### src/rtl/burst_line_adapter_pkg.sv
// burst_line_adapter_pkg: shared constants, types and helpers for the
// cache-line to 4-beat burst adapter.
//   LINE_WIDTH / BUS_WIDTH / ADDR_WIDTH  : bus geometry
//   BURST_LEN, OFFSET_W, CNT_W           : derived burst / offset widths
//   state_e                              : adapter FSM states
//   line_t / beat_t / addr_t             : data typedefs
//   line_base()                          : clears the in-line byte offset
package burst_line_adapter_pkg;
  localparam int LINE_WIDTH = 256;
  localparam int BUS_WIDTH  = 64;
  localparam int ADDR_WIDTH = 32;
  localparam int BURST_LEN  = LINE_WIDTH / BUS_WIDTH;
  localparam int OFFSET_W   = $clog2(LINE_WIDTH / 8);
  localparam int CNT_W      = $clog2(BURST_LEN);

  typedef logic [LINE_WIDTH-1:0] line_t;
  typedef logic [BUS_WIDTH-1:0]  beat_t;
  typedef logic [ADDR_WIDTH-1:0] addr_t;

  typedef enum logic [1:0] {IDLE, RD, WR, DONE} state_e;

  function automatic addr_t line_base(addr_t a);
    return {a[ADDR_WIDTH-1:OFFSET_W], {OFFSET_W{1'b0}}};
  endfunction
endpackage

### src/rtl/burst_line_adapter_if.sv
// burst_line_adapter_if: bundles the upstream line port (ufp_*) and the
// downstream burst-memory port (bmem_*).
//   master : adapter view (consumes ufp requests, drives bmem requests)
//   slave  : environment view (cache side + burst memory)
interface burst_line_adapter_if;
  import burst_line_adapter_pkg::*;

  addr_t ufp_addr;
  logic  ufp_read;
  logic  ufp_write;
  line_t ufp_wdata;
  line_t ufp_rdata;
  logic  ufp_resp;

  addr_t bmem_addr;
  logic  bmem_read;
  logic  bmem_write;
  beat_t bmem_wdata;
  beat_t bmem_rdata;
  logic  bmem_resp;

  modport master (
    input  ufp_addr, ufp_read, ufp_write, ufp_wdata,
    output ufp_rdata, ufp_resp,
    output bmem_addr, bmem_read, bmem_write, bmem_wdata,
    input  bmem_rdata, bmem_resp
  );

  modport slave (
    output ufp_addr, ufp_read, ufp_write, ufp_wdata,
    input  ufp_rdata, ufp_resp,
    input  bmem_addr, bmem_read, bmem_write, bmem_wdata,
    output bmem_rdata, bmem_resp
  );
endinterface

### src/rtl/burst_line_adapter.sv
// burst_line_adapter: turns one cache-line read/write from the LLC into a
// BURST_LEN-beat burst on the burst-memory port and returns a one-cycle
// line response upstream.
// Ports:
//   clk  : system clock, posedge
//   rst  : synchronous active-high reset
//   bus  : burst_line_adapter_if.master (ufp_* upstream, bmem_* downstream)
// Config macro BURST_LINE_ADAPTER_WBUF_EN: posted writes. A write is
// acknowledged the cycle after acceptance and drains in the background;
// a read of the same line during the drain is served from the line buffer.
module burst_line_adapter
  import burst_line_adapter_pkg::*;
(
  input logic                  clk,
  input logic                  rst,
  burst_line_adapter_if.master bus
);

  state_e           state_q, state_d;
  addr_t            addr_q, addr_d;
  line_t            line_q, line_d;
  logic [CNT_W-1:0] beat_cnt_q, beat_cnt_d;
  logic             posted_q, posted_d;  // current WR already acknowledged
  logic             ack_q, ack_d;        // early response pulse pending
  logic             last_beat;
  logic             resp;

  assign last_beat = (beat_cnt_q == CNT_W'(BURST_LEN - 1));

  // State register
  always_ff @(posedge clk) begin
    if (rst) begin
      state_q    <= IDLE;
      addr_q     <= '0;
      line_q     <= '0;
      beat_cnt_q <= '0;
      posted_q   <= 1'b0;
      ack_q      <= 1'b0;
    end else begin
      state_q    <= state_d;
      addr_q     <= addr_d;
      line_q     <= line_d;
      beat_cnt_q <= beat_cnt_d;
      posted_q   <= posted_d;
      ack_q      <= ack_d;
    end
  end

  // Next-state / datapath
  always_comb begin
    state_d    = state_q;
    addr_d     = addr_q;
    line_d     = line_q;
    beat_cnt_d = beat_cnt_q;
    posted_d   = posted_q;
    ack_d      = 1'b0;
    unique case (state_q)
      IDLE: begin
        beat_cnt_d = '0;
        posted_d   = 1'b0;
        if (bus.ufp_read) begin
          state_d = RD;
          addr_d  = line_base(bus.ufp_addr);
        end else if (bus.ufp_write) begin
          state_d = WR;
          addr_d  = line_base(bus.ufp_addr);
          line_d  = bus.ufp_wdata;
`ifdef BURST_LINE_ADAPTER_WBUF_EN
          posted_d = 1'b1;
          ack_d    = 1'b1;
`endif
        end
      end
      RD: begin
        if (bus.bmem_resp) begin
          line_d[beat_cnt_q*BUS_WIDTH +: BUS_WIDTH] = bus.bmem_rdata;
          beat_cnt_d = beat_cnt_q + 1'b1;
          if (last_beat) state_d = DONE;
        end
      end
      WR: begin
        if (bus.bmem_resp) begin
          beat_cnt_d = beat_cnt_q + 1'b1;
          if (last_beat) state_d = DONE;
        end
`ifdef BURST_LINE_ADAPTER_WBUF_EN
        // Same-line read hits the draining buffer. Skipped while an ack is
        // still on the wire, since upstream holds its old request until then.
        if (posted_q && !ack_q && bus.ufp_read &&
            (line_base(bus.ufp_addr) == addr_q))
          ack_d = 1'b1;
`endif
      end
      DONE: state_d = IDLE;
      default: state_d = IDLE;
    endcase
  end

  // Outputs: decoded from registered state only, so bmem_* never sees ufp_*
  always_comb begin
    bus.bmem_addr  = '0;
    bus.bmem_read  = 1'b0;
    bus.bmem_write = 1'b0;
    bus.bmem_wdata = '0;
    resp           = ack_q;
    unique case (state_q)
      RD: begin
        bus.bmem_read = 1'b1;
        bus.bmem_addr = addr_q;
      end
      WR: begin
        bus.bmem_write = 1'b1;
        bus.bmem_addr  = addr_q;
        bus.bmem_wdata = line_q[beat_cnt_q*BUS_WIDTH +: BUS_WIDTH];
      end
      DONE: if (!posted_q) resp = 1'b1;
      default: ;
    endcase
    bus.ufp_resp  = resp;
    bus.ufp_rdata = resp ? line_q : '0;
  end

endmodule
### src/flat_wrapper.sv
// flat-port wrapper written by rule: the top's interface ports become plain ports
module burst_line_adapter_flat import burst_line_adapter_pkg::*;
  (clk, rst, bus_ufp_addr, bus_ufp_read, bus_ufp_write, bus_ufp_wdata, bus_ufp_rdata, bus_ufp_resp, bus_bmem_addr, bus_bmem_read, bus_bmem_write, bus_bmem_wdata, bus_bmem_rdata, bus_bmem_resp);
  burst_line_adapter_if bus_i ();
  input logic clk;
  input logic rst;
  input wire logic [$bits(bus_i.ufp_addr)-1:0] bus_ufp_addr;
  input wire logic [$bits(bus_i.ufp_read)-1:0] bus_ufp_read;
  input wire logic [$bits(bus_i.ufp_write)-1:0] bus_ufp_write;
  input wire logic [$bits(bus_i.ufp_wdata)-1:0] bus_ufp_wdata;
  output wire logic [$bits(bus_i.ufp_rdata)-1:0] bus_ufp_rdata;
  output wire logic [$bits(bus_i.ufp_resp)-1:0] bus_ufp_resp;
  output wire logic [$bits(bus_i.bmem_addr)-1:0] bus_bmem_addr;
  output wire logic [$bits(bus_i.bmem_read)-1:0] bus_bmem_read;
  output wire logic [$bits(bus_i.bmem_write)-1:0] bus_bmem_write;
  output wire logic [$bits(bus_i.bmem_wdata)-1:0] bus_bmem_wdata;
  input wire logic [$bits(bus_i.bmem_rdata)-1:0] bus_bmem_rdata;
  input wire logic [$bits(bus_i.bmem_resp)-1:0] bus_bmem_resp;
  assign bus_i.ufp_addr = bus_ufp_addr;
  assign bus_i.ufp_read = bus_ufp_read;
  assign bus_i.ufp_write = bus_ufp_write;
  assign bus_i.ufp_wdata = bus_ufp_wdata;
  assign bus_ufp_rdata = bus_i.ufp_rdata;
  assign bus_ufp_resp = bus_i.ufp_resp;
  assign bus_bmem_addr = bus_i.bmem_addr;
  assign bus_bmem_read = bus_i.bmem_read;
  assign bus_bmem_write = bus_i.bmem_write;
  assign bus_bmem_wdata = bus_i.bmem_wdata;
  assign bus_i.bmem_rdata = bus_bmem_rdata;
  assign bus_i.bmem_resp = bus_bmem_resp;
  burst_line_adapter u_core (.clk(clk), .rst(rst), .bus(bus_i));
endmodule
### config.mk
export PLATFORM = sky130hd
export DESIGN_NAME = burst_line_adapter_flat
export DESIGN_NICKNAME = d
export VERILOG_FILES = /design/src/rtl/burst_line_adapter_pkg.sv /design/src/rtl/burst_line_adapter_if.sv /design/src/rtl/burst_line_adapter.sv /design/src/flat_wrapper.sv
export SDC_FILE = /design/constraint.sdc
export NUM_CORES = 1
export LEC_CHECK = 0
export ABC_AREA = 1
export BUFFER_PORTS_ARGS = -buffer_cell sky130_fd_sc_hd__buf_2
export CAP_MARGIN = 20
export CORE_AREA = 2 2 280 282
export CTS_CLUSTER_DIAMETER = 60
export DETAILED_ROUTE_END_ITERATION = 7
export DIE_AREA = 0 0 282 284
export GPL_ROUTABILITY_DRIVEN = 0
export GPL_TIMING_DRIVEN = 0
export HOLD_SLACK_MARGIN = 0.15
export SLEW_MARGIN = 0
export SYNTH_ARGS = -nofsm -noshare
export SYNTH_HDL_FRONTEND = slang
export SYNTH_SLANG_ARGS = --single-unit
### constraint.sdc
create_clock -name clk -period 6.4 [get_ports clk]
set_clock_uncertainty 0.1 [all_clocks]
set_input_delay 1.28 -clock clk [delete_from_list [all_inputs] [get_ports clk]]
set_output_delay 1.28 -clock clk [all_outputs]
set_load 0.02 [all_outputs]
* Yosys cells after proc, flatten, opt, wreduce, memory -nomap -nowiden
Index checks and enable logic that the tools add are counted.
** Word-level totals
- Output and inout bits :: 355
- Register bits :: 292
- Word-level logic and storage cells :: 48
- Bits of input ports :: 357
** Cells by class
- Equal/unequal tests :: 10
- Multiplexer cells :: 20
- Add/sub/neg operators :: 2
- Reduce and logical (&&, ||, !) cells :: 9
- Shift operators :: 3
** Operators with widths (count)
- two-way mux 256 bit :: 4
- one-hot mux 256 bit (2 select lines) :: 1
- bitwise mux 256 bit :: 1
- variable shift 64 x 34 -> 256 bit (first input constant) :: 1
- indexed part select 256 x 9 -> 64 bit :: 1
- indexed part select 64 x 34 -> 256 bit :: 1
- two-way mux 32 bit :: 3
- two-way mux 64 bit :: 1
- negation 8 -> 34 bit :: 1
- two-way mux 2 bit :: 5
- == test 2 bit (second input constant) :: 3
- != test 2 bit (second input constant) :: 3
- one-hot mux 2 bit (3 select lines) :: 1
- nonzero test 2 bit :: 3
- != test 2 x 1 -> 1 bit (second input constant) :: 2
- one-hot mux 2 bit (2 select lines) :: 1
- AND reduction 2 bit :: 2
- AND reduction 4 bit :: 1
- two-way mux 1 bit :: 3
- != test 3 bit (second input constant) :: 1
- AND reduction 3 bit :: 1
- adder 2 x 1 -> 2 bit (second input constant) :: 1
- == test 2 x 1 -> 1 bit (second input constant) :: 1
- zero test 2 bit :: 1
- OR reduction 2 bit :: 1

* Longest topological paths before layout
Gate-level depths: netlist of the first run.
- Depth after elaboration :: 5
- Mapped depth :: 12
- Gate-level depth less buffers :: 9

* Worst setup path before layout of the first run
Ideal clock, no wire load.
- Path type :: register -> output
- Start point :: register u_core.state_q[0]
- End point :: output bus_bmem_addr[11]
- Arrival time :: 1495 ps
- Stages on the path, launching flop included :: 7
- Slack :: 3525 ps
- Required time :: 5020 ps
- Cells stage by stage :: dfxtp_1 > inv_1 > ha_1 > clkbuf_1 > clkbuf_1 > nand2_1 > inv_1
** Between the ends
- Cells in the longest elaborated chain, start to end :: 3
- Elaborated cells on any way between the ends :: 4
- Classes of those cells :: eq/ne (2); mux (1); reduce/logical (1)
** Ends and longest elaborated chain
- from (decl) :: RTL line burst_line_adapter.sv:19 : state_e state_q, state_d;
- from (signal assigned) :: RTL line burst_line_adapter.sv:40 : state_q <= state_d;
- == test 2 x 1 -> 1 bit / == test 2 bit (equally long branches) :: RTL line burst_line_adapter.sv:106 : unique case (state_q)
- OR reduction 2 bit (no line) (*)
- two-way mux 32 bit (*) :: RTL line burst_line_adapter.sv:106
- to (decl) :: RTL line flat_wrapper.sv:13 : output wire logic [$bits(bus_i.bmem_addr)-1:0] bus_bmem_addr;
Every way passes the cells marked *; elsewhere a longest branch is shown, timed or not.

* Worst setup path after layout of the first run
- Start point :: register u_core.beat_cnt_q[0]
- End point :: output bus_bmem_wdata[63]
** Between the ends
- Cells in the longest elaborated chain, start to end :: 2
** Ends and longest elaborated chain
- from (decl) :: RTL line burst_line_adapter.sv:22 : logic [CNT_W-1:0] beat_cnt_q, beat_cnt_d;
- from (signal assigned) :: RTL line burst_line_adapter.sv:43 : beat_cnt_q <= beat_cnt_d;
- indexed part select 256 x 9 -> 64 bit :: RTL line burst_line_adapter.sv:114 : bus.bmem_wdata = line_q[beat_cnt_q*BUS_WIDTH +: BUS_WIDTH];
- two-way mux 64 bit :: RTL line burst_line_adapter.sv:106
- to (decl) :: RTL line flat_wrapper.sv:16 : output wire logic [$bits(bus_i.bmem_wdata)-1:0] bus_bmem_wdata;
No other way between the ends.

==> run metrics, run 1 <==
status=completed; starting density of the core=25.33%; synth unique cells=24; GRT overflow=0; antenna violations before repair=19; cell count after synthesis=3597; WHS=0.4264 ns; clock latency on the worst-skew pair=0.58 ns; part of the cycle the worst path needs=74.84%; Synth Register Bits=287; I/O pin count=712; most frequent cells in the layout=1197 x nand2_1, 752 x buf_2, 578 x inv_1; Rel. slew slack=20.91%; CTS resizes=0; crit path time final=4.790 ns; CP Data Arrival Time=3.41 ns; gr usage total=27.88%; Finished Layout Cells=5441; hold path cells=4; Lkg Pwr=15.82 nW; crit-path max cell delay=0.57 ns; placed insts=5346; sequential area share after synthesis=29.48%; ANT nets after route=0; clock sinks=287; Synthesis Warnings=0; drc violations=0; reg2reg end=u_core.line_q[192]; Peak supply drop=206.7 uV; RSZ-0062 raised after global routing=no; final WL=117000 um; Switching Share=50.05%; Die ar.=80090 sq um; Critical path buffers and inverters=4; Post-Syn Area=19490 sq um; Crit. End Element=output port; layout cells sized above 1=20.26%; Final TNS setup=0 ns; P_int=0.006093 W; CP delay by family, top=buffers and inverters; Worst-path clk slew=0.06 ns; Hold Path Class=register to register; crit-path max FO=10; Area Growth Syn to Fin=33.57%; R2R setup slack=2.36 ns; Max Root-Sink Buffers=3; Die Y=284 um; max-cap violation count=0; Final Slew Violations=0; CTS tree=built; via count=26037; Sequential Area=5746 sq um; P_sw=0.006105 W; vias in the first global route=23976; port buffer count=701; initial DRC count=2564; Slew @ Worst Pin=1.186 ns; fillcell total=8925; Core Box Area=76960 sq um; cts hold-fix bufs=0; crit-path cells=buf_4, buf_2, buf_2, o21ai_0, a21oi_1, buf_2; reg2reg path depth=11; total CTS buffers=45; mean post-synth cell area=5.419 sq um; pwr/cell area=468.5 nW/um^2; Hold Vio Cnt, Final=0; Multi-input gate area=10290 sq um; Setup CP Type=register to output port; CTS HTree Levels=2; Final nets=4719; Worst EP required=5.02 ns; Worst Hold End=u_core.line_q[60]; largest net degree at the start of global routing=13; commonest non-fill, non-tap cell in the layout=nand2_1; Crit-path slowest cell=dfxtp_1; # rows=102; Comb pwr share=51.0%; first-pass GRT wire length=162700 um; worst reg2reg startpoint=u_core.beat_cnt_q[0]; final setup violation count=0; post-DP HPWL=90800 um; Sequential Power Share=26.6%; Worst Setup Start Kind=register; clock root buffer=clkbuf_16; Post-CTS Setup Inserts=0; clock power share=22.5%; Pre-Repair DR Iteration Count=6; hold path start=u_core.line_q[60]; cell mode on critical path=buf_2; DR WL/cell=21.50 um; fmax=208.8 MHz; Die X-Extent=282 um; Vias/cell=4.785
[area by class of cell]
| type | instances | share of cell area [%] |
|---|---|---|
| tap | 1040 | 4.998 |
| clock buffer | 65 | 5.123 |
| inverter | 583 | 8.415 |
| antenna | 14 | 0.1346 |
| sequential | 287 | 22.07 |
| clock inverter | 16 | 1.105 |
| buffer | 262 | 4.921 |
| timing repair buffer | 705 | 13.69 |
| multi-input combinational | 2469 | 39.54 |
[how the worst max path moves through the flow]
| stage | start | end | slack, ns | depth (start not counted) |
|---|---|---|---|---|
| 2_1_floorplan | u_core.state_q[0] | bus_bmem_addr[11] | 3.52 | 6 |
| 3_3_place_gp | u_core.state_q[1] | bus_ufp_rdata[152] | 2.06 | 6 |
| 3_5_place_dp | u_core.beat_cnt_q[0] | bus_bmem_wdata[63] | 2.18 | 6 |
| 4_1_cts | u_core.beat_cnt_q[0] | bus_bmem_wdata[63] | 1.55 | 6 |
| 5_1_grt | u_core.beat_cnt_q[0] | bus_bmem_wdata[63] | 1.51 | 6 |
| 6_report | u_core.beat_cnt_q[0] | bus_bmem_wdata[63] | 1.61 | 6 |
[synthesized netlist by cell type]
cell type | count | area (sq um)
nand2_1 | 1197 | 4493
conb_1 | 1 | 3.750
o21ai_1 | 29 | 145.1
buf_4 | 38 | 285.3
buf_2 | 51 | 255.2
nand4_4 | 1 | 21.27
nand2_2 | 1 | 6.260
nand3_1 | 96 | 480.5
nor2_1 | 522 | 1959
clkbuf_4 | 1 | 7.510
inv_4 | 1 | 6.260
dfxtp_1 | 287 | 5746
buf_1 | 12 | 45.04
inv_1 | 578 | 2170
a211oi_1 | 1 | 7.510
a21oi_2 | 1 | 8.760
clkinv_1 | 1 | 3.750
inv_2 | 3 | 11.26
clkbuf_1 | 149 | 559.3
ha_1 | 9 | 112.6
o21ai_0 | 385 | 1927
buf_6 | 11 | 123.9
a21oi_1 | 220 | 1101
or2_1 | 2 | 12.51
[state kept, by name, indices dropped and copies added, names as in the netlist]
| register | flops |
|---|---|
| u_core.addr_q | 27 |
| u_core.line_q | 256 |
| u_core.state_q | 2 |
| u_core.beat_cnt_q | 2 |
[metrics by stage]
stage | util [%] | power [W] | worst slack [ns] | instance area, sq um
final | 33.83 | 0.01220 | 1.610 | 26030
after global routing | 33.81 | 0.01299 | 1.512 | 26020
after CTS | 33.78 | 0.01212 | 1.551 | 26000
after detailed placement | 31.68 | 0.009352 | 2.180 | 24380
after global placement | 31.60 | 0.009290 | 2.056 | 24320
after floorplan | - | 0.006879 | 3.525 | 19510
[kinds of logic after synthesis]
| kind of cell | after synthesis | synth area share (%) |
|---|---|---|
| AO/OA/AOI/OAI | 636 | 16.36 |
| flip-flops | 287 | 29.48 |
| buffers and inverters | 845 | 17.79 |
| adder cells (fa/ha/maj) | 9 | 0.5777 |
| other | 1 | 0.01924 |
| AND/OR/NAND/NOR | 1819 | 35.77 |
[routing by layer]
metal / vias up / track usage, % / part of all wire (%)
met1: 12043 / 35.02 / 41
met5: - / 0 / 0.031
met3: 272 / 5.055 / 8.5
met2: 1394 / 46.48 / 47
li1: 12322 / - / -
met4: 6 / 11.80 / 4.3
[worst min-delay path, stage by stage (launching register included)]
cell and delay (ns):
dfxtp_1 0.31, inv_1 0.05, nand2_1 0.04, nand2_1 0.05, nor2_1 0.03
[power groups by stage]
stage / combinational [W] / clock, W / sequential (W)
2_1_floorplan: 0.00387 / 0 / 0.00301
3_3_place_gp: 0.00607 / 0 / 0.00322
3_5_place_dp: 0.00611 / 0 / 0.00324
4_1_cts: 0.00615 / 0.00277 / 0.00321
5_1_grt: 0.00683 / 0.00284 / 0.00331
6_report: 0.00622 / 0.00274 / 0.00324
Power figures use the tool's default switching activity.
==> inputs of run 2 (changes only) <==
--- a/config.mk
+++ b/config.mk
@@ -5,13 +5,13 @@
 export SDC_FILE = /design/constraint.sdc
 export NUM_CORES = 1
 export LEC_CHECK = 0
-export ABC_AREA = 1
+export ABC_AREA = 0
 export BUFFER_PORTS_ARGS = -buffer_cell sky130_fd_sc_hd__buf_2
 export CAP_MARGIN = 20
-export CORE_AREA = 2 2 280 282
+export CORE_AREA = 2 2 276 278
 export CTS_CLUSTER_DIAMETER = 60
 export DETAILED_ROUTE_END_ITERATION = 7
-export DIE_AREA = 0 0 282 284
+export DIE_AREA = 0 0 278 280
 export GPL_ROUTABILITY_DRIVEN = 0
 export GPL_TIMING_DRIVEN = 0
 export HOLD_SLACK_MARGIN = 0.15
==> constraint.sdc (replaced) <==
create_clock -name clk -period 4.2 [get_ports clk]
set_clock_uncertainty 0.1 [all_clocks]
set_input_delay 0.84 -clock clk [delete_from_list [all_inputs] [get_ports clk]]
set_output_delay 0.84 -clock clk [all_outputs]
set_load 0.02 [all_outputs]
==> run metrics, run 2 <==
Comb pwr share=45.1%; cts hold-fix bufs=0; final WL=97750 um; drc violations=0; antenna violations before repair=16; Crit. End Element=output port; fmax=245.3 MHz; CP startpoint=u_core.beat_cnt_q[0]; Peak supply drop=303.2 uV; hold path cells=2; Area contributors post-synth=dfxtp_1 37%, and2_1 14%, mux4_2 9.2%, nand2_1 7.6%, a221oi_1 7.2%; clock power share=25.2%; Final TNS setup=0 ns; gr usage total=23.91%; Hold Vio Cnt, Final=0; Reg with most FFs=u_core.line_q; sequential area share after synthesis=36.51%; clock sinks=287; crit-path cells=clkbuf_1, buf_4, buf_2, mux4_2, and2_1, buf_2; hold path start=u_core.addr_q[8]; Switching Share=45.51%; Worst-path clk slew=0.06 ns; RSZ-0062 raised after global routing=no; total CTS buffers=43; Worst EP required=3.26 ns; CTS HTree Levels=2; Rel. slew slack=30.90%; ys async rst share=0%; max reg flops=256; part of the cycle the worst path needs=97.07%; Multi-input gate area=9164 sq um; crit path time final=4.077 ns; via count=19172; placed inst area=20640 sq um; post-DP HPWL=75800 um; Die ar.=77840 sq um; layout cells sized above 1=33.35%; Post-synth EDFFs=0; P_int=0.008106 W; CP Data Arrival Time=3.14 ns; DR WL/cell=26.28 um; crit-path max FO=10; initial DRC count=1768; top-count cell post-synth=and2_1; Core Box Area=75190 sq um; Die Y=280 um; # rows=101; design area=22190 sq um; commonest non-fill, non-tap cell in the layout=buf_2; mean post-synth cell area=8.136 sq um; crit-path max cell delay=0.55 ns; Post-Syn Area=15740 sq um; status=completed; main flop type after synthesis=dfxtp_1; Crit-path slowest cell=mux4_2; max-cap violation count=0; Crit path depth=6; Final Slew Violations=0; clock latency on the worst-skew pair=0.57 ns; P_sw=0.006770 W; I/O pin count=712; Final nets=3060; Worst Setup Start Kind=register; synth cell count leaders=347 x and2_1, 318 x nand2_1, 287 x dfxtp_1; most frequent cells in the layout=736 x buf_2, 347 x and2_1, 318 x nand2_1; Max Root-Sink Buffers=3; CTS tree=built; R2R setup slack=0.29 ns; vias in the first global route=18388; CP delay by family, top=buffers and inverters; synth unique cells=35; pwr/cell area=670.4 nW/um^2; first-pass GRT wire length=134500 um; cell count after synthesis=1934; Sequential Area=5746 sq um; Area Growth Syn to Fin=41.01%; Vias/cell=5.155; Sequential Power Share=29.7%; clock root buffer=clkbuf_16; port buffer count=699; Synthesis Warnings=0; cell mode on critical path=buf_2; starting density of the core=20.93%; Finished Core Util=29.51%; worst reg2reg startpoint=u_core.beat_cnt_q[0]; fillcell total=8217; Setup CP Type=register to output port; GRT overflow=0; Critical path buffers and inverters=4; cell accounting for the most synthesized area=dfxtp_1; reg2reg path depth=11; Largest regs=u_core.line_q: 256 flops, u_core.addr_q: 27 flops; Hold Path Class=register to register; Pre-Repair DR Iteration Count=5; Slew @ Worst Pin=1.036 ns; largest net degree at the start of global routing=17; Synth Register Bits=287; area fraction of the dominant cell type after synthesis=36.51%; Die X-Extent=278 um; final setup violation count=0; ANT nets after route=0; Lkg Pwr=9.982 nW
## run 2: changes by cell type in the layout (fill, tap and decap cells not counted), sizes merged, moves of 96 or more
cell	previous run	this run
nor3	0	130
inv	589	15
a221oi	0	129
a311oi	0	128
nor2	522	261
o21ai	414	4
a21oi	221	29
nand3	96	0
nand2	1198	318
and2	0	347
## run 2: worst paths after layout
path / endpoint
worst max-delay path: bus_bmem_wdata[54]
worst min-delay path: u_core.addr_q[8]
worst max register to register: u_core.line_q[167]
worst min register to register: u_core.addr_q[8]
## run 2: per-stage QoR
step | setup slack, ns | hold WS, ns | total power [W] | std cells
2_1_floorplan | 1.459 | 0.3317 | 0.008102 | 1938
6_report | 0.1229 | 0.3497 | 0.01488 | 3719
3_3_place_gp | -1.479 | 0.3393 | 0.01088 | 3615
3_5_place_dp | -0.7002 | 0.3420 | 0.01106 | 3625
5_1_grt | 0.004902 | 0.3649 | 0.01567 | 3714
4_1_cts | 0.006609 | 0.3498 | 0.01486 | 3703
## run 2: logic make-up after synthesis
logic type / synth area share (%)
AOI/OAI and AO/OA: 15.89
adders and majority gates: 0.7157
buffers and inverters: 5.415
DFF: 36.51
muxes: 9.224
other: 0.02383
and+or+nand+nor: 32.22
## run 2: layout make-up
type / instances / area share, %
Multi-Input combinational cell: 1442 / 41.30
Sequential cell: 287 / 25.89
Timing Repair Buffer: 713 / 16.71
Tap cell: 978 / 5.515
Clock buffer: 57 / 5.317
Buffer: 201 / 3.818
Clock inverter: 20 / 1.179
Antenna cell: 15 / 0.1692
Inverter: 6 / 0.1015
## run 2: what timing repair did
item	4_1_cts	5_1_grt
pin swaps	1	1
setup buffers	3	0
endpoints found under the setup margin	279	73
gates resized for setup	7	14
## run 2: worst register-to-register path: stages, from the launching register on
cell and delay [ns]:
dfxtp_1 0.37, clkbuf_1 0.38, buf_4 0.41, clkbuf_4 0.38
inv_1 0.15, ha_1 0.44, nand2_1 0.14, nor3_4 0.44
buf_8 0.29, buf_2 0.38, a221oi_1 0.15, nor3_1 0.22
## run 2: layer usage
layer,vias to the layer above,wire length (um),GRT usage (%)
met2,1247,45920,39.44
met5,-,34,0
met4,6,4305,10.84
li1,8384,-,-
met1,9293,38890,30.03
met3,242,8605,4.905
## run 2: power by group through the flow
stage / logic, W / registers, W / clock network [W]
6_report: 0.00670 / 0.00442 / 0.00375
5_1_grt: 0.00726 / 0.00450 / 0.00391
4_1_cts: 0.00667 / 0.00439 / 0.00380
3_5_place_dp: 0.00662 / 0.00444 / 0
3_3_place_gp: 0.00647 / 0.00442 / 0
2_1_floorplan: 0.00405 / 0.00406 / 0
